**config.mk**
```make
export PLATFORM = sky130hd
export DESIGN_NAME = clock_phase_gen_flat
export DESIGN_NICKNAME = d
export VERILOG_FILES = /design/src/rtl/clock_phase_gen_if.sv /design/src/rtl/clock_phase_gen.sv /design/src/flat_wrapper.sv
export SDC_FILE = /design/constraint.sdc
export NUM_CORES = 1
export LEC_CHECK = 0
export ABC_CLOCK_PERIOD_IN_PS = 5100
export CAP_MARGIN = 30
export CORE_ASPECT_RATIO = 0.8
export CORE_MARGIN = 1
export CORE_UTILIZATION = 55
export CTS_BUF_LIST = sky130_fd_sc_hd__clkbuf_8
export CTS_CLUSTER_SIZE = 30
export DETAILED_ROUTE_END_ITERATION = 10
export PLACE_DENSITY = 0.85
export SYNTH_ARGS = -nofsm -noshare
export SYNTH_HDL_FRONTEND = slang
export SYNTH_SLANG_ARGS = --single-unit
```
**constraint.sdc**
```tcl
create_clock -name clock -period 5.1 [get_ports clock]
set_input_delay 0.765 -clock clock [delete_from_list [all_inputs] [get_ports clock]]
set_output_delay 0.765 -clock clock [all_outputs]
set_load 0.05 [all_outputs]
```
**src/rtl/clock_phase_gen_if.sv**
```systemverilog
// Control and clock-output bundle for clock_phase_gen.
// The master side is the test bench or debug logic; the slave side is the generator.
interface clock_phase_gen_if #(
    parameter int CNT_W = 32
);
    logic             run;
    logic             step;
    logic             imem_clock;
    logic             dmem_clock;
    logic             processor_clock;
    logic             regfile_clock;
    logic             step_done;
    logic             halted;
    logic [CNT_W-1:0] cycle_count;

    modport master (
        output run,
        output step,
        input  imem_clock,
        input  dmem_clock,
        input  processor_clock,
        input  regfile_clock,
        input  step_done,
        input  halted,
        input  cycle_count
    );

    modport slave (
        input  run,
        input  step,
        output imem_clock,
        output dmem_clock,
        output processor_clock,
        output regfile_clock,
        output step_done,
        output halted,
        output cycle_count
    );
endinterface

```
**src/rtl/clock_phase_gen.sv**
```systemverilog
// Derives imem/dmem/processor/regfile clocks as registered windows of a
// PERIOD-cycle frame, with run/halt, single-period stepping and a period counter.
module clock_phase_gen #(
    parameter int PERIOD    = 4,
    parameter int CNT_W     = 32,
    parameter int IMEM_RISE = 0,
    parameter int IMEM_FALL = 2,
    parameter int DMEM_RISE = 1,
    parameter int DMEM_FALL = 3,
    parameter int PROC_RISE = 2,
    parameter int PROC_FALL = 0,
    parameter int RF_RISE   = 2,
    parameter int RF_FALL   = 0
) (
    input  logic               clock,
    input  logic               reset,
    clock_phase_gen_if.slave   bus
);
    localparam int PHASE_W = (PERIOD > 1) ? $clog2(PERIOD) : 1;
    localparam logic [PHASE_W-1:0] LAST_PH = PHASE_W'(PERIOD - 1);

    typedef enum logic [1:0] {
        HALTED = 2'd0,
        RUN    = 2'd1,
        STEP   = 2'd2
    } state_t;

    state_t             state;
    logic [PHASE_W-1:0] ph;
    logic               imem_q;
    logic               dmem_q;
    logic               proc_q;
    logic               rf_q;
    logic               step_done_q;
    logic [CNT_W-1:0]   cycle_count_q;

    // A window with rise == fall is never open; rise > fall wraps across phase 0.
    function automatic logic in_window(input int p, input int rise, input int fall);
        if (rise < fall)
            return (p >= rise) && (p < fall);
        else if (rise > fall)
            return (p >= rise) || (p < fall);
        else
            return 1'b0;
    endfunction

    function automatic logic [3:0] windows(input int p);
        return {in_window(p, IMEM_RISE, IMEM_FALL),
                in_window(p, DMEM_RISE, DMEM_FALL),
                in_window(p, PROC_RISE, PROC_FALL),
                in_window(p, RF_RISE,   RF_FALL)};
    endfunction

    // Outputs are loaded with the window of the phase that the edge moves into,
    // so every clock output is a flop with no path from run or step.
    always_ff @(posedge clock) begin
        if (reset) begin
            state                              <= HALTED;
            ph                                 <= '0;
            {imem_q, dmem_q, proc_q, rf_q}     <= 4'b0000;
            step_done_q                        <= 1'b0;
            cycle_count_q                      <= '0;
        end else begin
            step_done_q <= 1'b0;
            case (state)
                HALTED: begin
                    ph <= '0;
                    if (bus.run) begin
                        state                          <= RUN;
                        {imem_q, dmem_q, proc_q, rf_q} <= windows(0);
                    end else if (bus.step) begin
                        state                          <= STEP;
                        {imem_q, dmem_q, proc_q, rf_q} <= windows(0);
                    end else begin
                        {imem_q, dmem_q, proc_q, rf_q} <= 4'b0000;
                    end
                end
                RUN, STEP: begin
                    if (ph == LAST_PH) begin
                        ph            <= '0;
                        cycle_count_q <= cycle_count_q + CNT_W'(1);
                        if (state == RUN && bus.run) begin
                            {imem_q, dmem_q, proc_q, rf_q} <= windows(0);
                        end else begin
                            state                          <= HALTED;
                            {imem_q, dmem_q, proc_q, rf_q} <= 4'b0000;
                            step_done_q                    <= (state == STEP);
                        end
                    end else begin
                        ph                             <= ph + PHASE_W'(1);
                        {imem_q, dmem_q, proc_q, rf_q} <= windows(int'(ph) + 1);
                    end
                end
                default: begin
                    state                          <= HALTED;
                    ph                             <= '0;
                    {imem_q, dmem_q, proc_q, rf_q} <= 4'b0000;
                end
            endcase
        end
    end

    assign bus.imem_clock      = imem_q;
    assign bus.dmem_clock      = dmem_q;
    assign bus.processor_clock = proc_q;
    assign bus.regfile_clock   = rf_q;
    assign bus.step_done       = step_done_q;
    assign bus.halted          = (state == HALTED);
    assign bus.cycle_count     = cycle_count_q;

endmodule

```
**src/flat_wrapper.sv**
```systemverilog
// flat-port wrapper written by rule: the top's interface ports become plain ports
module clock_phase_gen_flat 
#(
    parameter int PERIOD    = 4,
    parameter int CNT_W     = 32,
    parameter int IMEM_RISE = 0,
    parameter int IMEM_FALL = 2,
    parameter int DMEM_RISE = 1,
    parameter int DMEM_FALL = 3,
    parameter int PROC_RISE = 2,
    parameter int PROC_FALL = 0,
    parameter int RF_RISE   = 2,
    parameter int RF_FALL   = 0
)
  (clock, reset, bus_run, bus_step, bus_imem_clock, bus_dmem_clock, bus_processor_clock, bus_regfile_clock, bus_step_done, bus_halted, bus_cycle_count);
  clock_phase_gen_if #(.CNT_W(CNT_W)) bus_i ();
  input  logic clock;
  input  logic reset;
  input wire logic [$bits(bus_i.run)-1:0] bus_run;
  input wire logic [$bits(bus_i.step)-1:0] bus_step;
  output wire logic [$bits(bus_i.imem_clock)-1:0] bus_imem_clock;
  output wire logic [$bits(bus_i.dmem_clock)-1:0] bus_dmem_clock;
  output wire logic [$bits(bus_i.processor_clock)-1:0] bus_processor_clock;
  output wire logic [$bits(bus_i.regfile_clock)-1:0] bus_regfile_clock;
  output wire logic [$bits(bus_i.step_done)-1:0] bus_step_done;
  output wire logic [$bits(bus_i.halted)-1:0] bus_halted;
  output wire logic [$bits(bus_i.cycle_count)-1:0] bus_cycle_count;
  assign bus_i.run = bus_run;
  assign bus_i.step = bus_step;
  assign bus_imem_clock = bus_i.imem_clock;
  assign bus_dmem_clock = bus_i.dmem_clock;
  assign bus_processor_clock = bus_i.processor_clock;
  assign bus_regfile_clock = bus_i.regfile_clock;
  assign bus_step_done = bus_i.step_done;
  assign bus_halted = bus_i.halted;
  assign bus_cycle_count = bus_i.cycle_count;
  clock_phase_gen #(.PERIOD(PERIOD), .CNT_W(CNT_W), .IMEM_RISE(IMEM_RISE), .IMEM_FALL(IMEM_FALL), .DMEM_RISE(DMEM_RISE), .DMEM_FALL(DMEM_FALL), .PROC_RISE(PROC_RISE), .PROC_FALL(PROC_FALL), .RF_RISE(RF_RISE), .RF_FALL(RF_FALL)) u_core (.clock(clock), .reset(reset), .bus(bus_i));
endmodule
```
# Word-level counts from Yosys, hierarchy flattened
# Index checks and enable logic that the tools add are counted.
op_classes:
  n_addsub: 3
  n_lt_le_gt_ge: 6
  n_eq_ne: 6
  mux: 10
  bitwise_logic: 2
  n_reduce_logical: 10
ops:
  columns: ["operator", "count"]
  rows:
  - ["$lt A32 B3 Y1 const B", 2]
  - ["$add A32 B1 Y32 const B", 1]
  - ["$ge A32 B1 Y1 const B", 1]
  - ["$ge A32 B2 Y1 const B", 1]
  - ["$ge A32 B3 Y1 const B", 1]
  - ["$lt A32 B1 Y1 const B", 1]
  - ["$mux W2", 4]
  - ["$eq A2 B2 Y1 const B", 2]
  - ["$mux W1", 4]
  - ["$pmux W2 S2", 1]
  - ["$reduce_or A4 Y1", 1]
  - ["$add A2 B1 Y3 const B", 1]
  - ["$logic_and A1 B1 Y1", 3]
  - ["$ne A3 B3 Y1 const B", 1]
  - ["$reduce_and A3 Y1", 1]
  - ["$reduce_or A3 Y1", 1]
  - ["$add A2 B1 Y2 const B", 1]
  - ["$eq A2 B1 Y1 const B", 1]
  - ["$logic_not A2 Y1", 1]
  - ["$ne A2 B1 Y1 const B", 1]
  - ["$ne A2 B2 Y1 const B", 1]
  - ["$not A1 Y1", 2]
  - ["$pmux W1 S2", 1]
  - ["$reduce_and A2 Y1", 1]
  - ["2 further kinds", 2]
word_totals:
  register_bits: 40
  elab_cells: 44

# Longest topological paths before layout
depth:
  depth_word: 5
  ltp_mapped: 8

# Least setup slack after synthesis
# No wires, ideal clock.
synth_path:
  path_type: "reg2reg"
  start: "register u_core.state[0]"
  end: "register u_core.cycle_count_q[29], in the netlist u_core.bus.cycle_count[29]"
  arrival_time_ns: 2.265
  required_ns: 4.977
  slack_ns: 2.712
  path_stages_with_launch: 8
  cell_sequence: "dfxtp_1 -> inv_1 -> ha_1 -> and4_4 -> or4b_4 -> buf_6 -> nor4b_1 -> mux2_1"
synth_via:
  elab_chain_cells: 3
  elab_cells_between_ends: 4
synth_lines:
  columns: ["element", "line_no", "source"]
  rows:
  - ["start: declaration", "clock_phase_gen.sv:28", "state_t state;"]
  - ["start signal: assignment", "clock_phase_gen.sv:58", "state <= HALTED;"]
  - ["start signal: assignment", "clock_phase_gen.sv:69", "state <= RUN;"]
  - ["start signal: assignment", "clock_phase_gen.sv:72", "state <= STEP;"]
  - ["$eq A2 B2 Y1 / $eq A2 B1 Y1 (equally long branches)", "clock_phase_gen.sv:65", "case (state)"]
  - ["$reduce_or A2 Y1 (*)", "clock_phase_gen.sv:65", null]
  - ["$reduce_and A2 Y1 (no line) (*)", null, null]
  - ["end signal: assignment", "clock_phase_gen.sv:81", "cycle_count_q <= cycle_count_q + CNT_W'(1);"]
  - ["end: declaration", "clock_phase_gen.sv:35", "logic [CNT_W-1:0] cycle_count_q;"]
# Every way passes the cells marked *; elsewhere a longest branch is shown, timed or not.
# A chain may end at the register's enable or synchronous reset.

# Worst setup path after layout
layout_path:
  start: "register u_core.state[0]"
  end: "register u_core.cycle_count_q[31], in the netlist u_core.bus.cycle_count[31]"
# Same word-level chain as after synthesis.

==> run metrics <==
layout cells sized above 1 5.32%; Slew @ Worst Pin 594 ps; pwr/cell area 279 nW/um^2; Max Fclk 376 MHz; via count 1786; worst min path class flop to flop; Slowest-stage cell, CP or4b_4; crit start category flop; DRT iter0 DRCs 125; Die Area 3800 sq um; Max-slew headroom 60.3%; ranking of synthesized cells by area dfxtp_1 (41%), ha_1 (6.4%), a21oi_1 (5.9%); Setup Fix Bufs, Post-CTS 0; Clock Path Buffers 2; count leader, synth dfxtp_1; Post-Synth Adder-Cell Area 6.40%; CTS tree done; core footprint 3240 sq um; Yosys top cell area share 41.0%; max cap viols 0; Critical Path Sink Type flop; post-synthesis average cell area 8.72 sq um; Fin. Hold Viols 0; share of flip-flops with an asynchronous set or reset 0%; PnR Total Power 0.686 mW; PostCTS Resize Cnt 0; mux cell area share after synthesis 1.73%; clock latency on the worst-skew pair 300 ps; Initial Util 60.3%; maximum number of pins on one net before global-route repair 41; DP HPWL 2890 microns; GP Congestion 0.759; WP buf/inv 1; setup violators final 0; clk sinks 40; initial antenna violation count 0; Mapped Cells 224; Yosys top cell by area dfxtp_1; Mapped Area 1950 sq um; post-layout utilization of the core 75.8%; Post-Synth XOR/XNOR Area 3.59%; root buffer selected by CTS clkbuf_8; drt wl/cell 14.4 microns; Port Buf Inserts 41; IO Count 42; fin crit period 2660 ps; Pleak 0.815 nW; Synth Area in Compound Gates 14.7%; Post-Route Setup TNS 0 ps; Synthesized Nets 238; # DRC 0; status complete, no violations; nets 276; crit path max fanout 20; die height 55.3 microns; hold buffers post-CTS 0; critical path type flop to flop; Most used DFF post-synth dfxtp_1; register area share after synthesis 41.0%; Max Slew Vio Count 0; TritonRoute pass-1 iters 4; critical path data arrival time 2850 ps; vias per cell 5.89; #FFs+latches synth 40; ratio of final minimum period to clock period 52.1%; CTS buffer count 5; Setup Skew 4.54 ps; peak supply drop 0.188 mV; wire length of the first global-routing pass 7380 microns; Die Width 68.6 microns; Routed WL 4350 microns; gr usage total 25.9%; Max H-tree Level 2; Reg clk slew, reported paths 70 ps; Synth warnings 0; synth cell count leaders dfxtp_1 (40), a21oi_1 (23), nand2_1 (18); crit-path cells inv_1 > ha_1 > and4_4 > or4b_4 > nor4_1 > mux2_2; area delta synth->final 25.9%; Top delay family on crit path simple AND/OR/NAND/NOR gates; vias in the first global route 1550; Synth cell types 39; Row Count 18; Post-DRT Antenna Nets 0; CP Data Required Time 5290 ps; Largest stage delay, worst path 590 ps; main combinational cell family by area after synthesis simple AND/OR/NAND/NOR gates; number of diodes 0; Simple-Gate Fraction of Synth Area 28.0%; RSZ-0062 raised after global routing false; final hold slack 485 ps; number of synthesized flops with an enable pin 0; gr ovfl total 0
power by group:
group	total [mW]	internal, mW	switching, mW	leakage (nW)
sequential	0.334	0.325	0.00943	0.323
clock	0.213	0.106	0.106	0.0538
combinational	0.139	0.0504	0.0891	0.438
total	0.686	0.482	0.205	0.815
metrics by stage:
stage | setup WS, ps | std cells | area (sq um)
after floorplan | 2710 | 224 | 1950
after global placement | 2620 | 295 | 2370
after detailed placement | 2470 | 295 | 2370
after CTS | 2440 | 303 | 2460
after global routing | 2300 | 303 | 2460
final | 2440 | 303 | 2460
state kept, by name (all words and copies together), names as in the netlist:
register	count
u_core.bus.imem_clock	1
u_core.state	2
u_core.bus.dmem_clock	1
u_core.bus.cycle_count	32
u_core.bus.processor_clock	1
u_core.ph	2
u_core.bus.step_done	1
layout make-up:
| type | instances | area (sq um) |
|---|---|---|
| Inverter | 10 | 37.5 |
| Clock buffer | 6 | 82.6 |
| Clock inverter | 2 | 7.51 |
| Tap cell | 40 | 50.0 |
| Multi-Input combinational cell | 163 | 1060 |
| Fill cell | 263 | 783 |
| Sequential cell | 40 | 801 |
| Timing Repair Buffer | 42 | 418 |
worst paths after layout:
path | startpoint | endpoint | slack, ps | cells past startpoint
worst max register to register | u_core.state[0] | u_core.bus.cycle_count[31] | 2440 | 6
worst min-delay path | u_core.ph[0] | u_core.ph[0] | 490 | 1
worst min register to register | u_core.ph[0] | u_core.ph[0] | 490 | 1
worst max-delay path | u_core.state[0] | u_core.bus.cycle_count[31] | 2440 | 6
logic make-up (layout without fill, tap and decap cells):
logic type / Yosys count / count (layout)
AO/OA/AOI/OAI: 48 / 48
XOR/XNOR: 8 / 8
adder cells (fa/ha/maj): 10 / 10
buffers and inverters: 21 / 60
flip-flops: 40 / 40
multiplexers: 3 / 3
AND/OR/NAND/NOR: 94 / 94
placed cells by master, fill, tap and decap left out, drive strengths merged, types with 2 or more instances in the layout:
cell | netlist | final
nor2 | 16 | 16
and4 | 5 | 5
nand4 | 6 | 6
nor4 | 2 | 2
inv | 10 | 12
and2 | 2 | 2
clkdlybuf4s50 | 0 | 41
and3 | 2 | 2
nor3 | 3 | 3
xor2 | 5 | 5
o31ai | 14 | 14
nand2 | 18 | 18
ha | 10 | 10
a21oi | 23 | 23
clkbuf | 7 | 6
mux2 | 3 | 3
nand3 | 7 | 7
dfxtp | 40 | 40
o21ai | 7 | 7
xnor2 | 3 | 3
or3 | 7 | 7
or4 | 15 | 15
nor2b | 5 | 5
metal layers:
metal / vias up / global-route usage [%] / share of wire [%]
met5: - / 0 / 0
met4: 0 / 9.23 / 2.3
met3: 12 / 8.68 / 5.8
met2: 46 / 36.3 / 43
met1: 837 / 36.6 / 49
li1: 891 / - / -
Note: power is estimated with default switching activity, not from simulation.
